[src/rtl/pb_op_sequencer.sv]
// Push-button operand sequencer: debounced step/cancel buttons load operands and an opcode
// from the switches, then launch the execution unit and wait for done (optional timeout).
module pb_op_sequencer #(
  parameter int  DATA_W          = 3,
  parameter int  NUM_OPERANDS    = 2,
  parameter int  DEBOUNCE_CYCLES = 4,
  parameter int  TIMEOUT_CYCLES  = 0,
  localparam int STEP_W          = $clog2(NUM_OPERANDS + 5)
) (
  input  logic                           clk,
  input  logic                           reset,
  input  logic                           push_button,
  input  logic                           cancel_button,
  input  logic [DATA_W-1:0]              switches,
  input  logic                           done,
  output logic [NUM_OPERANDS*DATA_W-1:0] operands_out,
  output logic [DATA_W-1:0]              op_out,
  output logic                           start_op,
  output logic                           leds_clear,
  output logic                           busy,
  output logic                           result_valid,
  output logic                           error,
  output logic [STEP_W-1:0]              step
);

  localparam int CNT_W = (DEBOUNCE_CYCLES > 1) ? $clog2(DEBOUNCE_CYCLES) : 1;
  localparam int IDX_W = (NUM_OPERANDS > 1) ? $clog2(NUM_OPERANDS) : 1;
  localparam int TO_W  = (TIMEOUT_CYCLES > 1) ? $clog2(TIMEOUT_CYCLES) : 1;

  typedef enum logic [2:0] {
    S_IDLE,
    S_LOAD,
    S_LOAD_OP,
    S_ARMED,
    S_WAIT,
    S_SHOW
  } state_t;

  // Bit 0 is the step button, bit 1 the cancel button.
  logic [1:0] w_raw;
  logic [1:0] w_evt;

  assign w_raw = {cancel_button, push_button};

  for (genvar b = 0; b < 2; b++) begin : g_btn
    logic             r_sync1;
    logic             r_sync2;
    logic             r_filt;
    logic             r_filt_d;
    logic             r_evt;
    logic [CNT_W-1:0] r_cnt;

    // NOTE: sequential state uses <= so every flop samples the pre-edge values of the others.
    always_ff @(posedge clk or posedge reset) begin
      if (reset) begin
        r_sync1  <= 1'b0;
        r_sync2  <= 1'b0;
        r_filt   <= 1'b0;
        r_filt_d <= 1'b0;
        r_evt    <= 1'b0;
        r_cnt    <= '0;
      end else begin
        r_sync1  <= w_raw[b];
        r_sync2  <= r_sync1;
        r_filt_d <= r_filt;
        r_evt    <= r_filt & ~r_filt_d;
        // Any sample agreeing with the filtered level restarts the stability count.
        if (r_sync2 == r_filt) begin
          r_cnt <= '0;
        end else if (r_cnt == CNT_W'(DEBOUNCE_CYCLES - 1)) begin
          r_filt <= r_sync2;
          r_cnt  <= '0;
        end else begin
          r_cnt <= r_cnt + CNT_W'(1);
        end
      end
    end

    assign w_evt[b] = r_evt;
  end

  logic w_press;
  logic w_cancel;
  logic w_timeout;

  assign w_press  = w_evt[0];
  assign w_cancel = w_evt[1];

  state_t                               r_state, w_state_nxt;
  logic [IDX_W-1:0]                     r_idx, w_idx_nxt;
  logic [NUM_OPERANDS-1:0][DATA_W-1:0]  r_operands, w_operands_nxt;
  logic [DATA_W-1:0]                    r_op, w_op_nxt;
  logic                                 r_start, w_start_nxt;
  logic                                 r_clr, w_clr_nxt;
  logic                                 r_err, w_err_nxt;
  logic [TO_W-1:0]                      r_to_cnt, w_to_cnt_nxt;
  logic                                 w_abort;

  assign w_timeout = (TIMEOUT_CYCLES > 0) && (r_to_cnt == TO_W'(TIMEOUT_CYCLES - 1));

  always_comb begin
    // NOTE: every next value defaults to "hold" first, so no branch can leave one unassigned.
    w_state_nxt    = r_state;
    w_idx_nxt      = r_idx;
    w_operands_nxt = r_operands;
    w_op_nxt       = r_op;
    w_start_nxt    = 1'b0;
    w_clr_nxt      = r_clr;
    w_err_nxt      = r_err;
    w_to_cnt_nxt   = r_to_cnt;
    w_abort        = 1'b0;

    case (r_state)
      S_IDLE: begin
        if (w_cancel) begin
          w_abort = 1'b1;
        end else if (w_press) begin
          w_operands_nxt = '0;
          w_op_nxt       = '0;
          w_clr_nxt      = 1'b1;
          w_err_nxt      = 1'b0;
          w_idx_nxt      = '0;
          w_state_nxt    = S_LOAD;
        end
      end
      S_LOAD: begin
        if (w_cancel) begin
          w_abort = 1'b1;
        end else if (w_press) begin
          w_operands_nxt[r_idx] = switches;
          w_clr_nxt             = 1'b0;
          if (r_idx == IDX_W'(NUM_OPERANDS - 1)) begin
            w_state_nxt = S_LOAD_OP;
          end else begin
            w_idx_nxt = r_idx + IDX_W'(1);
          end
        end
      end
      S_LOAD_OP: begin
        if (w_cancel) begin
          w_abort = 1'b1;
        end else if (w_press) begin
          w_op_nxt    = switches;
          w_state_nxt = S_ARMED;
        end
      end
      S_ARMED: begin
        if (w_cancel) begin
          w_abort = 1'b1;
        end else if (w_press) begin
          w_start_nxt  = 1'b1;
          w_to_cnt_nxt = '0;
          w_state_nxt  = S_WAIT;
        end
      end
      S_WAIT: begin
        // Buttons are ignored here; done takes priority over an expiring timeout.
        if (done) begin
          w_err_nxt   = 1'b0;
          w_state_nxt = S_SHOW;
        end else if (w_timeout) begin
          w_err_nxt   = 1'b1;
          w_state_nxt = S_SHOW;
        end else begin
          w_to_cnt_nxt = r_to_cnt + TO_W'(1);
        end
      end
      S_SHOW: begin
        if (w_press || w_cancel) begin
          w_abort = 1'b1;
        end
      end
      default: begin
        w_abort = 1'b1;
      end
    endcase

    if (w_abort) begin
      w_state_nxt    = S_IDLE;
      w_idx_nxt      = '0;
      w_operands_nxt = '0;
      w_op_nxt       = '0;
      w_clr_nxt      = 1'b1;
      w_err_nxt      = 1'b0;
    end
  end

  // NOTE: operand/opcode storage is reset because it drives visible outputs from power-up.
  always_ff @(posedge clk or posedge reset) begin
    if (reset) begin
      r_state    <= S_IDLE;
      r_idx      <= '0;
      r_operands <= '0;
      r_op       <= '0;
      r_start    <= 1'b0;
      r_clr      <= 1'b1;
      r_err      <= 1'b0;
      r_to_cnt   <= '0;
    end else begin
      r_state    <= w_state_nxt;
      r_idx      <= w_idx_nxt;
      r_operands <= w_operands_nxt;
      r_op       <= w_op_nxt;
      r_start    <= w_start_nxt;
      r_clr      <= w_clr_nxt;
      r_err      <= w_err_nxt;
      r_to_cnt   <= w_to_cnt_nxt;
    end
  end

  always_comb begin
    step = '0;
    case (r_state)
      S_IDLE:    step = '0;
      S_LOAD:    step = STEP_W'(1) + STEP_W'(r_idx);
      S_LOAD_OP: step = STEP_W'(NUM_OPERANDS + 1);
      S_ARMED:   step = STEP_W'(NUM_OPERANDS + 2);
      S_WAIT:    step = STEP_W'(NUM_OPERANDS + 3);
      S_SHOW:    step = STEP_W'(NUM_OPERANDS + 4);
      default:   step = '0;
    endcase
  end

  assign operands_out = r_operands;
  assign op_out       = r_op;
  assign start_op     = r_start;
  assign leds_clear   = r_clr;
  assign error        = r_err;
  assign busy         = (r_state == S_WAIT);
  assign result_valid = (r_state == S_SHOW);

endmodule

[config.mk]
export PLATFORM = sky130hd
export DESIGN_NAME = pb_op_sequencer
export DESIGN_NICKNAME = d
export VERILOG_FILES = /design/src/rtl/pb_op_sequencer.sv
export SDC_FILE = /design/constraint.sdc
export NUM_CORES = 1
export LEC_CHECK = 0
export ABC_AREA = 0
export CAP_MARGIN = 0
export CELL_PAD_IN_SITES_DETAIL_PLACEMENT = 1
export CELL_PAD_IN_SITES_GLOBAL_PLACEMENT = 2
export CORE_ASPECT_RATIO = 0.9
export CORE_UTILIZATION = 29
export DETAILED_ROUTE_END_ITERATION = 12
export PLACE_DENSITY_LB_ADDON = 0.1
export RECOVER_POWER = 50
export SLEW_MARGIN = 15
export SYNTH_ARGS = -nofsm -noshare
export SYNTH_HDL_FRONTEND = slang
export SYNTH_SLANG_ARGS = --single-unit
[constraint.sdc]
create_clock -name clk -period 1.1 [get_ports clk]
set_input_delay 0.22 -clock clk [delete_from_list [all_inputs] [get_ports clk]]
set_output_delay 0.22 -clock clk [all_outputs]
set_load 0.05 [all_outputs]
==> results.toml, run 1 <==
[synthesis]
ys_warn_count = 0
syn_area_sq_um = 1410
seq_area_frac_synth = 0.517
synth_area_per_cell_sq_um = 10.6
synth.distinct_cells = 36
synthCells = 133
syn_nets = 143
synth_seq_cells = 29

[clocking]
cts_tree = "yes"
cts_buffers = 5
clock-root-buffer = "clkbuf_8"
holdBufCountCts = 0
htreeDepth = 2
cts.sinks = 29
clk_pin_slew_ns = 0.06
insertion_delay_ns = 0.29
clock_path_buffers = 2

[sta]
hold_viol = 0
slew_headroom = 0.533
clock.fmax_mhz = 647
setup_violations = 22
post-route-period-util = 1.41
rsz0062_at_grt = "yes"
final_max_slew_viol_count = 0
fin_ws_ns = -0.446
finalCriticalPeriod_ns = 1.55
fin_skew_ns = 0.00584
tightest_slew_ns = 0.700

[grt]
grt.busiest_layer = "met2"
grtUsageTotal = 0.184
grt_start_max_net_pins = 18
grt_use_met1 = 0.230
overflow = 0
grtUsageMet2 = 0.319
grt_pass1_vias = 1377
grt_pass1_wl_microns = 6840
antenna_found_initial = 0
grt_util_met3 = 0.0398

[route]
drc_errors = 0
wl_microns = 4230
drt_pass1_iterations = 4
vias = 1290
drt_iter0_markers = 28
final_antenna_net_count = 0
vias_per_cell = 4.98
post_drt_wl_per_cell_microns = 16.3

[floorplan]
num_rows = 23
die_y_microns = 68.0
io_pins = 25
initial_core_util = 0.309
die_area_sq_um = 5130
die_x_microns = 75.4
core_sq_um = 4550

[finish]
post_route_cells_drive_above_1_share = 0.492
final_nets = 206
final_common_cell = "buf_4"
syn_to_final_growth_pct = 73.6
fin_util = 0.536
final_cell_mix = "buf_4 (28), dfrtp_1 (25), buf_12 (17), nand3_1 (12), o211ai_1 (12)"
antennaDiodeCount = 0

[power]
p_int_uw = 4550
ir_worst_vdd_mv = 1.22
leakage_uw = 0.00106
p_comb_frac = 0.603
seq_power_share = 0.247
powerDensity_nw_per_um2 = 3170
power.switching_uw = 3170
p_sw_frac = 0.410
power.share.clock = 0.150
finalPower_uw = 7720

[setup_path]
crit_buf_inv = 2
crit_fanout = 4
worstPathArrival_ns = 1.33
required_ns = 0.88
slowest_stage = "dfrtp_2"
end_kind = "primary output"
cp_cell_sequence = "nand2b_4 > buf_4 > o21ai_4 > buf_12"
r2r_slack_ns = -0.30
cp_top_family = "flip-flops"
worstSetupStartpointType = "flip-flop"
path_class = "flip-flop to primary output"
slowest_delay_ns = 0.45

[placement]
hpwl_microns = 2810
place.gp.congestion = 0.775
port_buffers = 23

[outcome]
violations = "setup timing"
outcome = "finished with violations"

[run]
max_cap_violations = 0

[min_path]
hold_class = "flip-flop to flip-flop"
-- metal layers --
| metal | up-vias | wire length (microns) |
|---|---|---|
| li1 | 607 | - |
| met1 | 662 | 1850 |
| met2 | 16 | 2230 |
| met3 | 5 | 110 |
| met4 | 0 | 38 |
| met5 | - | 0 |
-- metrics by stage --
step	hold slack, ns	setup TNS, ns	setup slack [ns]	instances	area, sq um
floorplan	0.251	-0.814	-0.225	133	1450
finish	0.352	-5.43	-0.446	259	2440
global placement	0.343	-3.04	-0.241	233	2050
global route	0.366	-7.37	-0.478	259	2440
detailed placement	0.342	-3.72	-0.317	233	2050
CTS	0.259	-6.04	-0.436	258	2370
-- cells by family (layout without fill, tap and decap cells) --
kind of cell,count (synthesis),in the layout,share of synthesized area
adders and majority gates,2,2,0.0178
DFF,29,29,0.517
AOI/OAI and AO/OA,29,29,0.139
other,1,1,0.00267
buffers and inverters,12,76,0.0499
xor gates and xnor gates,2,2,0.0125
and+or+nand+nor,56,56,0.245
muxes,2,2,0.0160
-- state kept, by name, summed over array words and instances (netlist names) --
register and count:
operands_out 6, g_btn.r_cnt 4, op_out 3, r_state 3, g_btn.r_evt 2, g_btn.r_filt 2
g_btn.r_filt_d 2, g_btn.r_sync1 2, g_btn.r_sync2 2, leds_clear 1, r_idx 1, start_op 1
-- worst register-to-register path, cell delays in order, from the launching register on --
cell	delay (ns)
dfrtp_2	0.48
buf_6	0.15
buf_4	0.14
and4bb_1	0.19
a21oi_1	0.12
a21bo_1	0.21
-- Yosys cell counts --
cell      count  area, sq um
a211oi_2      1         12.5
a21bo_1       1         10.0
a21o_1        2         15.0
a21oi_1       3         15.0
a31oi_1       1         6.26
and2_1        1         6.26
and4b_1       1         10.0
and4bb_1      1         12.5
buf_2         5         25.0
buf_4         3         22.5
buf_6         1         11.3
conb_1        1         3.75
dfrtp_1      28          701
dfstp_2       1         26.3
ha_1          2         25.0
inv_1         2         7.51
inv_2         1         3.75
mux2_2        2         22.5
nand2_1       3         11.3
nand2b_1      3         18.8
nand3_1      18         90.1
nand3b_1      1         7.51
nand4_1       6         37.5
nand4b_1      1         8.76
nor2_1        3         11.3
nor2_2        1         6.26
nor2_4        1         11.3
nor2b_1       9         56.3
nor3_1        5         25.0
nor3b_2       1         12.5
nor3b_4       1         18.8
o211ai_1     12         90.1
o21ai_0       5         25.0
o21ai_1       3         15.0
o22ai_1       1         6.26
xnor2_1       2         17.5
-- power by group through the flow --
stage,Combinational [uW],Sequential [uW],Clock [uW]
after floorplan,1660,2290,0
after global placement,3810,1910,0
after detailed placement,3890,1950,0
after CTS,4440,1910,1170
after global routing,4920,1970,1220
final,4650,1910,1150
-- final timing paths --
check / depth (start not counted) / start / to
max in group asynchronous: 3 / reset / r_state[2]
min: 0 / g_btn[1].r_sync1 / g_btn[1].r_sync2
max reg2reg: 5 / r_state[1] / r_idx
min reg2reg: 0 / g_btn[1].r_sync1 / g_btn[1].r_sync2
max: 4 / r_state[2] / step[1]
min in group asynchronous: 3 / reset / operands_out[1]
-- repair_timing --
item,4_1_cts,5_1_grt
pin swaps,13,12
resized for setup,20,15
gates cloned,1,0
buffers inserted,16,2
setup endpoints to repair,28,26
-- final cells by class --
type                       count  area [sq um]
fill                         494          2110
timing repair buffer          65           753
multi-input combinational     92           749
sequential                    29           731
clock buffer                   7          86.3
tap                           62          77.6
clock inverter                 1          30.0
inverter                       3          11.3
Power figures use the tool's default switching activity.
==> run 2: changes to the inputs <==
--- a/config.mk
+++ b/config.mk
@@ -14,6 +14,7 @@
 export DETAILED_ROUTE_END_ITERATION = 12
 export PLACE_DENSITY_LB_ADDON = 0.1
 export RECOVER_POWER = 50
+export REMOVE_ABC_BUFFERS = 1
 export SLEW_MARGIN = 15
 export SYNTH_ARGS = -nofsm -noshare
 export SYNTH_HDL_FRONTEND = slang
==> run 2 against run 1 <==
Against the previous run:
- routed wire length increased by 1.8%
- worst setup slack got worse by 0.015 ns
- non-clock buffer count grew 4
- critical endpoint is now step[0]
- sequential share of layout area fell by 0.11 points
- sequential power about the same
- global-route usage rose by 0.080 points
- register-to-register slack lost 0.05 ns
- the flow still finishes with violations (setup timing)
- final area grew 0.21%
- worst hold slack improved by 0.014 ns
- clock power about the same
==> results.toml, run 2 (synthesis gave the netlist of run 1 again) <==
[placement]
place.gp.congestion = 0.823
port_buffers = 23
dpl.cell_count = 232
hpwl_microns = 2740
post-place-ws_ns = -0.353

[sta]
finalCriticalPeriod_ns = 1.56
fin_skew_ns = 0.00408
fin_ws_ns = -0.461
post-route-period-util = 1.42
hold_viol = 0
setup_violations = 21
clock.fmax_mhz = 641
slew_headroom = 0.505
final_max_slew_viol_count = 0
tightest_slew_ns = 0.742
rsz0062_at_grt = "yes"

[setup_path]
required_ns = 0.88
r2r-start = "r_state[2]"
path_class = "flip-flop to primary output"
r2r_slack_ns = -0.35
reg2reg_depth = 7
crit_fanout = 6
worstSetupStartpointType = "flip-flop"
end_kind = "primary output"
r2r-end = "r_state[0]"
cp-startpoint = "r_state[1]"
worstPathArrival_ns = 1.34

[grt]
overflow = 0
antenna_found_initial = 0
grt_pass1_wl_microns = 6910
grtUsageTotal = 0.185
grt_start_max_net_pins = 30
grt_pass1_vias = 1416

[floorplan]
die_y_microns = 68.0
io_pins = 25
core_sq_um = 4550
initial_core_util = 0.309
die_x_microns = 75.4
num_rows = 23
die_area_sq_um = 5130

[route]
final_antenna_net_count = 0
vias = 1308
drc_errors = 0
top_signal_layer_used = "met3"
wl_met3_microns = 119
post_drt_wl_per_cell_microns = 16.4
m1WireLength_microns = 1940
drt_pass1_iterations = 3
drt_iter0_markers = 72
dr_wl_met2_microns = 2250
wl_microns = 4310
vias_per_cell = 4.97

[finish]
final_cell_mix = "buf_4 (32), dfrtp_1 (26), buf_12 (16), nand3_1 (14)"
final_common_cell = "buf_4"
largest_register_ffs = 6
antennaDiodeCount = 0
instances_no_fill = 263
final_nets = 210
post_route_cells_drive_above_1_share = 0.493
syn_to_final_growth_pct = 73.9

[power]
powerDensity_nw_per_um2 = 3220
leakage_uw = 0.00110
ir_worst_vdd_mv = 1.29

[clocking]
clock-root-buffer = "clkbuf_8"
cts_buffers = 5
holdBufCountCts = 0
cts.sinks = 29
clk_pin_slew_ns = 0.07
insertion_delay_ns = 0.28
cts_tree = "yes"
htreeDepth = 2
clock_path_buffers = 2

[min_path]
hold_start = "g_btn[0].r_sync1"
whs_endpoint = "g_btn[0].r_sync2"
min_path_cells = 0
hold_class = "flip-flop to flip-flop"

[outcome]
outcome = "finished with violations"
violations = "setup timing"

[run]
max_cap_violations = 0
run 2: worst max-delay path by stage:
stage,endpoint,slack (ns),cells past startpoint
after floorplan,step[1],-0.96,2
after global routing,step[0],-0.53,4
after detailed placement,operands_out[2],-0.35,4
after CTS,step[0],-0.45,4
final,step[0],-0.46,4
after global placement,operands_out[3],-0.32,4
run 2: what timing repair did:
item / in CTS / in global routing
gates resized for setup: 23 / 18
setup endpoints to repair: 25 / 25
buffers inserted: 15 / 7
pin swaps: 4 / 15
gates cloned: 0 / 1
run 2: layout make-up:
class,instances,area [sq um]
fill,510,2100
timing repair buffer,69,796
sequential,29,729
multi-input combinational,92,709
clock buffer,6,82.6
tap,62,77.6
clock inverter,2,37.5
inverter,3,11.3
run 2: where the power goes:
group / internal [uW] / leakage, uW / switching [uW] / total (uW)
clock network: 736 / 0.0000574 / 432 / 1170
registers: 1470 / 0.000363 / 437 / 1910
logic: 2470 / 0.000676 / 2310 / 4790
total: 4680 / 0.00110 / 3180 / 7860
run 2: metal layers:
layer,GRT usage,vias to the layer above
met2,0.320,16
met1,0.230,674
met3,0.0398,0
met4,0.0579,0
met5,0,-
li1,-,618
run 2: through the flow:
| step | util | setup TNS [ns] | total power (uW) | instance area [sq um] | hold WS [ns] |
|---|---|---|---|---|---|
| floorplan | - | -5.67 | 3710 | 1350 | 0.251 |
| global placement | 0.442 | -4.26 | 5660 | 2010 | 0.335 |
| detailed placement | 0.442 | -4.75 | 5760 | 2010 | 0.336 |
| CTS | 0.512 | -4.41 | 7560 | 2330 | 0.282 |
| global route | 0.537 | -8.04 | 8280 | 2440 | 0.387 |
| finish | 0.537 | -6.63 | 7860 | 2440 | 0.365 |
run 2: critical path, stage by stage (launching register included):
cell	delay (ns)
dfrtp_2	0.48
nor2b_4	0.17
buf_4	0.12
a21o_1	0.15
buf_12	0.14
==> run 3: changes to the inputs <==
--- a/config.mk
+++ b/config.mk
@@ -10,7 +10,7 @@
 export CELL_PAD_IN_SITES_DETAIL_PLACEMENT = 1
 export CELL_PAD_IN_SITES_GLOBAL_PLACEMENT = 2
 export CORE_ASPECT_RATIO = 0.9
-export CORE_UTILIZATION = 29
+export CORE_UTILIZATION = 35
 export DETAILED_ROUTE_END_ITERATION = 12
 export PLACE_DENSITY_LB_ADDON = 0.1
 export RECOVER_POWER = 50
==> constraint.sdc (replaced) <==
create_clock -name clk -period 1.96 [get_ports clk]
set_input_delay 0.392 -clock clk [delete_from_list [all_inputs] [get_ports clk]]
set_output_delay 0.392 -clock clk [all_outputs]
set_load 0.05 [all_outputs]
==> run 3 against run 2 <==
Against the previous run:
- count of clock-buffer cells in the layout is the same
- highest routed layer is now met4
- global-route usage shrank 0.098 points
- the flow now finishes without violations
- sequential power shrank 45%
- clock power shrank 56%
==> results.toml, run 3 (synthesis gave the netlist of run 1 again) <==
[clocking]
cts.sinks = 29
cts_tree = "yes"
clock_path_buffers = 2
insertion_delay_ns = 0.29
clk_pin_slew_ns = 0.07
clock-root-buffer = "clkbuf_8"
htreeDepth = 2
postCtsSetupRepairBufs = 0
cts_buffers = 5

[sta]
slew_headroom = 0.537
clock.fmax_mhz = 531
rsz0062_at_grt = "no"
finalCriticalPeriod_ns = 1.88
fin_skew_ns = 0.00936
post-route-period-util = 0.961
tightest_slew_ns = 0.695
final_max_slew_viol_count = 0
fin_ws_ns = 0.0756
hold_viol = 0
setup_violations = 0

[setup_path]
r2r-start = "r_state[2]"
r2r_slack_ns = 0.55
cp.depth = 1
cp_cell_sequence = "clkdlybuf4s50_1"
crit_buf_inv = 1
end_kind = "primary output"
slowest_stage = "clkdlybuf4s50_1"
worstSetupStartpointType = "flip-flop"
slowest_delay_ns = 0.82
crit_fanout = 3
cp_top_family = "buffers and inverters"
path_class = "flip-flop to primary output"
r2r-end = "operands_out[5]"
reg2reg_depth = 4
worstPathArrival_ns = 1.49
required_ns = 1.57

[route]
drt_iter0_markers = 65
wl_microns = 3330
vias = 1130
final_antenna_net_count = 0
post_drt_wl_per_cell_microns = 16.2
drt_pass1_iterations = 4
drc_errors = 0
vias_per_cell = 5.49

[grt]
grt_pass1_vias = 1227
overflow = 0
grt_start_max_net_pins = 30
grt_pass1_wl_microns = 5700
antenna_found_initial = 0
grtUsageTotal = 0.184

[floorplan]
core_sq_um = 3780
die_x_microns = 68.8
initial_core_util = 0.371
io_pins = 25
die_y_microns = 62.1
num_rows = 21
die_area_sq_um = 4270

[finish]
syn_to_final_growth_pct = 29.4
final_cell_mix = "dfrtp_1 (27), nand3_1 (18), clkdlybuf4s50_1 (14), o211ai_1 (12), nor2b_1 (8)"
post_route_cells_drive_above_1_share = 0.188
fin_util = 0.480
antennaDiodeCount = 0
largest_register_ffs = 6
final_nets = 170
final_common_cell = "dfrtp_1"

[run]
max_cap_violations = 0

[min_path]
whs_endpoint = "g_btn[0].r_sync2"
min_path_cells = 0
hold_start = "g_btn[0].r_sync1"
hold_class = "flip-flop to flip-flop"

[power]
p_comb_frac = 0.510
power.switching_uw = 1470
seq_power_share = 0.330
ir_worst_vdd_mv = 0.641
power.share.clock = 0.160
p_sw_frac = 0.457
leakage_uw = 0.000780
powerDensity_nw_per_um2 = 1770
p_int_uw = 1750

[placement]
post-place-ws_ns = 0.315
port_buffers = 23
hpwl_microns = 2370
place.gp.congestion = 0.758

[outcome]
outcome = "finished clean"
run 3: cell types whose count changed in the layout (fill, tap and decap cells not counted), moves of 4 or more:
| cell | change |
|---|---|
| buf_4 | -26 |
| buf_6 | -12 |
| buf_12 | -11 |
| clkdlybuf4s50_1 | +8 |
| nand3_1 | +4 |
| nand3_2 | -4 |
run 3: worst max path at each step:
stage                          startpoint         endpoint  slack [ns]
final                     operands_out[0]  operands_out[0]        0.08
after global routing           r_state[2]          step[0]        0.02
after CTS                      r_state[0]          step[1]        0.04
after detailed placement       r_state[0]          step[1]        0.31
after global placement          op_out[1]        op_out[1]        0.41
after floorplan                r_state[2]          step[1]       -0.27
run 3: through the flow:
step / setup TNS (ns) / hold slack, ns / total power (uW) / std cells / instance area (sq um)
after floorplan: -0.480 / 0.331 / 2080 / 124 / 1350
after global placement: 0 / 0.342 / 2660 / 199 / 1730
after detailed placement: 0 / 0.347 / 2730 / 199 / 1730
after CTS: 0 / 0.348 / 3260 / 206 / 1820
after global routing: 0 / 0.361 / 3430 / 206 / 1820
final: 0 / 0.341 / 3220 / 206 / 1820
run 3: final cells by class:
type,instances,area (sq um)
fillers,415,1970
flip-flops and latches,29,728
multi-input cells,92,611
repair buffers,29,320
clock buffers,6,82.6
well taps,46,57.6
inverters,3,11.3
clock inverters,1,7.51
run 3: timing repair:
action                                  CTS  global route
gates resized for setup                   1             2
hold buffers                              0             0
endpoints found under the setup margin    1             2
run 3: power groups by stage:
| stage | clock network (uW) | registers [uW] | logic (uW) |
|---|---|---|---|
| 2_1_floorplan | 0 | 1360 | 723 |
| 3_3_place_gp | 0 | 1050 | 1610 |
| 3_5_place_dp | 0 | 1070 | 1660 |
| 4_1_cts | 533 | 1060 | 1670 |
| 5_1_grt | 548 | 1110 | 1770 |
| 6_report | 515 | 1060 | 1640 |
run 3: layer usage:
layer / global-route usage / routed length (microns) / vias up
met5: 0 / 0 / -
met4: 0.0689 / 59 / 0
met3: 0.0662 / 126 / 5
met2: 0.289 / 1690 / 18
met1: 0.228 / 1450 / 568
li1: - / - / 539
